[src/rtl/serial_tx_sequencer.sv]
// Control stage for the 8:1 serial output mux: takes a byte over valid/ready and
// steps the mux select through start, eight LSB-first data bits and the stop bits.
module serial_tx_sequencer #(
    parameter int CLKS_PER_BIT = 434,
    parameter int STOP_BITS    = 1
) (
    input  logic       Clk,
    input  logic       Reset_n,
    input  logic [7:0] tx_byte,
    input  logic       tx_valid,
    output logic       tx_ready,
    output logic [7:0] bit_data,
    output logic [2:0] bit_sel,
    output logic       line_inactive,
    output logic       start_phase,
    output logic       tx_busy,
    output logic       tx_done
);

    localparam int CNT_W = $clog2(CLKS_PER_BIT);
    localparam logic [CNT_W-1:0] LAST_CNT = CNT_W'(CLKS_PER_BIT - 1);
    localparam logic [CNT_W-1:0] NEAR_CNT = CNT_W'(CLKS_PER_BIT - 2);

    typedef enum logic [1:0] {
        IDLE,
        START,
        DATA,
        STOP
    } state_t;

    state_t           state;
    logic [CNT_W-1:0] baud_cnt;
    logic             stop_cnt;
    logic             last_stop;

    assign last_stop = (STOP_BITS == 1) || stop_cnt;

    // bit_sel doubles as the data bit index; tx_done is raised one cycle early
    // so the registered pulse lands on the final stop-bit cycle.
    always_ff @(posedge Clk or negedge Reset_n) begin
        if (!Reset_n) begin
            state         <= IDLE;
            baud_cnt      <= '0;
            stop_cnt      <= 1'b0;
            tx_ready      <= 1'b1;
            bit_data      <= 8'h00;
            bit_sel       <= 3'd0;
            line_inactive <= 1'b1;
            start_phase   <= 1'b0;
            tx_busy       <= 1'b0;
            tx_done       <= 1'b0;
        end else begin
            tx_done <= 1'b0;
            case (state)
                IDLE: begin
                    if (tx_valid) begin
                        bit_data      <= tx_byte;
                        baud_cnt      <= '0;
                        bit_sel       <= 3'd0;
                        state         <= START;
                        tx_ready      <= 1'b0;
                        tx_busy       <= 1'b1;
                        line_inactive <= 1'b0;
                        start_phase   <= 1'b1;
                    end
                end
                START: begin
                    if (baud_cnt == LAST_CNT) begin
                        baud_cnt    <= '0;
                        state       <= DATA;
                        start_phase <= 1'b0;
                    end else begin
                        baud_cnt <= baud_cnt + 1'b1;
                    end
                end
                DATA: begin
                    if (baud_cnt == LAST_CNT) begin
                        baud_cnt <= '0;
                        if (bit_sel == 3'd7) begin
                            state         <= STOP;
                            line_inactive <= 1'b1;
                            stop_cnt      <= 1'b0;
                        end else begin
                            bit_sel <= bit_sel + 3'd1;
                        end
                    end else begin
                        baud_cnt <= baud_cnt + 1'b1;
                    end
                end
                STOP: begin
                    if (baud_cnt == NEAR_CNT && last_stop) begin
                        tx_done <= 1'b1;
                    end
                    if (baud_cnt == LAST_CNT) begin
                        baud_cnt <= '0;
                        if (last_stop) begin
                            state    <= IDLE;
                            stop_cnt <= 1'b0;
                            bit_sel  <= 3'd0;
                            tx_ready <= 1'b1;
                            tx_busy  <= 1'b0;
                        end else begin
                            stop_cnt <= 1'b1;
                        end
                    end else begin
                        baud_cnt <= baud_cnt + 1'b1;
                    end
                end
                default: state <= IDLE;
            endcase
        end
    end

endmodule

[config.mk]
export PLATFORM = sky130hd
export DESIGN_NAME = serial_tx_sequencer
export DESIGN_NICKNAME = d
export VERILOG_FILES = /design/src/rtl/serial_tx_sequencer.sv
export SDC_FILE = /design/constraint.sdc
export NUM_CORES = 1
export LEC_CHECK = 0
export BUFFER_PORTS_ARGS = -buffer_cell sky130_fd_sc_hd__buf_2
export CAP_MARGIN = 10
export CORE_MARGIN = 2
export CORE_UTILIZATION = 49
export DETAILED_ROUTE_END_ITERATION = 10
export PLACE_DENSITY_LB_ADDON = 0.05
export SLEW_MARGIN = 20
export SYNTH_ARGS = -nofsm -noshare
export SYNTH_HDL_FRONTEND = slang
export SYNTH_SLANG_ARGS = --single-unit
[constraint.sdc]
create_clock -name Clk -period 1.85 [get_ports Clk]
set_input_delay 0.2775 -clock Clk [delete_from_list [all_inputs] [get_ports Clk]]
set_output_delay 0.2775 -clock Clk [all_outputs]
set_load 0.05 [all_outputs]
==> metrics <==
pwr dens=511.8 nW/um^2; clock tree sinks=27; Initial Util=51.69%; Clock Power Share=30.3%; largest net degree at the start of global routing=28; Max FO, Critical Path=4; fin. max-slew vios=0; Logic pwr share=2.9%; initial DRC count=40; Routed WL per cell=14.23 um; std cell rows=19; Max-slew headroom=61.42%; internal power=683.6 uW; Post-Syn Area=1438 sq um; global-route wire length before repair=4705 um; post-synth top area cell=dfrtp_1; Clock Path Buffers=2; Seq/Total Area, Yosys=47.17%; gpl congestion=0.8019; R2R setup slack=0.05 ns; total track usage=18.18%; Fin Clk Skew=0.008616 ns; # DRC=0; GRT overflow=0; P&R area growth vs syn=20.10%; max layer used=met4; kind of critical path=flop to flop; number of library cell types mapped by synthesis=37; Final ANT Viol Nets=0; H-tree depth=1; Warnings, synthesis=0; most common cell after layout, fill and taps aside=buf_2; Worst Setup End Kind=flop; Sw Share=22.63%; Max Fclk=554.2 MHz; Pre-antenna DRT Iters=4; Final Core Density=62.08%; I/O Buffers=26; met1 wire length=1373 um; layout cells sized above 1=37.14%; minimum clock period=1.804 ns; Critical Path RT=2.09 ns; Max rail drop VDD=0.0005035 V; die area=3383 sq um; routed vias=1182; fin nets=197; Setup-failing EPs final=0; Synth async-reset ratio=100.0%; vias per std cell=5.738; Pleak=0.8283 nW; Die W=58.17 um; number of synthesized flops with an enable pin=0; most frequent cells in the layout=buf_2, dfrtp_1, nand2_1, buf_4; wire length on met2=1422 um; post-synth net total=157; ANT cells=0; max-cap viol count=0; Final HPWL DP=2117 um; TritonCTS buffer count=3; initial antenna violation count=0; vias in the first global route=1086; worst skew pair latency=0.33 ns; Synth top area share=43.52%; register clock-pin slew on the reported worst setup and hold paths=0.16 ns; Worst Hold Class=input pin to flop; Worst-Margin Slew=0.5787 ns; die height=58.17 um; register bit total from synthesis=27; syn avg cell area=10.57 sq um; Worst Path Arrival=2.04 ns; Seq pwr share=66.8%; Fin Setup TNS=0 ns; switching power=200.0 uW; fillers=237; top_reg_cell synth=dfrtp_1; Clk Tree Root Cell=clkbuf_4; CTS tree=done; Cells after Synth=136; Hold Slack=0.1634 ns; status=complete, no violations; core footprint=2781 sq um; Area contributors post-synth=dfrtp_1, ha_1, mux2_2, dfstp_2, o21ai_0; final worst path period share=97.54%; Worst setup SP type=flop; final WL=2932 um; I/O pins=27; met3 wire length=113 um; final hold viol count=0
[synthesized netlist by cell type, types with 2 or more instances]
master	count
nor2b_1	2
nand3_1	4
a31oi_1	2
inv_1	6
mux2_2	10
o211ai_1	4
nand2_1	12
dfrtp_1	25
a21oi_1	5
ha_1	10
buf_2	2
nand4b_1	2
nor2_1	8
or3_1	2
o21ai_0	10
nor3_1	4
a22o_1	3
mux2i_1	3
a21o_1	2
nand4_1	2
dfstp_2	2
[metrics by stage]
step | power [mW] | setup WS [ns] | instance area (sq um) | cells
after floorplan | 0.6058 | 0.004024 | 1445 | 136
after global placement | 0.6259 | 0.09132 | 1649 | 197
after detailed placement | 0.6267 | 0.005335 | 1649 | 197
after CTS | 0.9042 | 0.02057 | 1692 | 202
after global routing | 0.9208 | -0.003382 | 1727 | 206
final | 0.8836 | 0.04551 | 1727 | 206
[repair_timing]
| item | 4_1_cts | 5_1_grt |
|---|---|---|
| setup endpoints to repair | 1 | 6 |
| setup buffers | 0 | 4 |
| hold buffers | 1 | 0 |
| pin swaps | 0 | 1 |
| hold endpoints to repair | 25 | 0 |
| gates resized for setup | 1 | 5 |
[registers in the layout, indices dropped and copies added, names as in the netlist]
register / cells
tx_done: 1
start_phase: 1
tx_ready: 1
bit_data: 8
tx_busy: 1
state: 2
line_inactive: 1
baud_cnt: 9
bit_sel: 3
[worst paths after layout]
path	end	cells after the start	startpoint
max in group asynchronous	bit_sel[1]	2	Reset_n
min reg2reg	bit_data[5]	1	bit_data[5]
min in group asynchronous	tx_busy	2	Reset_n
min	bit_data[6]	2	tx_byte[6]
max	bit_sel[0]	5	state[0]
max reg2reg	bit_sel[0]	5	state[0]
[cell type report]
class                   instances  area, sq um  share of cell area (%)
repair buffers                 39        230.2                   13.33
well taps                      31        38.79                   2.246
clock inverters                 1        7.507                  0.4348
flip-flops and latches         27        680.7                   39.42
multi-input cells              99        724.4                   41.96
clock buffers                   3        22.52                   1.304
inverters                       6        22.52                   1.304
[metal layers]
| metal | vias to the layer above | GRT usage [%] |
|---|---|---|
| li1 | 576 | - |
| met5 | - | 0 |
| met1 | 577 | 24.03 |
| met2 | 27 | 30.52 |
| met4 | 0 | 7.309 |
| met3 | 2 | 2.009 |
[critical path, cell delays in order, from the launching register on]
cell and delay, ns:
dfrtp_1 0.44, inv_2 0.08, ha_1 0.31, or2_2 0.28, a221o_1 0.33, mux2_2 0.27
[power groups by stage]
stage | Sequential (mW) | Clock (mW) | Combinational, mW
global route | 0.591 | 0.299 | 0.0307
CTS | 0.591 | 0.286 | 0.0272
detailed placement | 0.601 | 0 | 0.0254
floorplan | 0.602 | 0 | 0.00424
global placement | 0.601 | 0 | 0.0245
finish | 0.591 | 0.267 | 0.0257
[kinds of logic after synthesis]
kind of cell | synth area share (%)
adders and majority gates | 8.703
buffers and inverters | 3.307
and+or+nand+nor | 16.62
DFF | 47.17
AOI/OAI and AO/OA | 14.27
muxes | 9.922
Power figures use the tool's default switching activity.
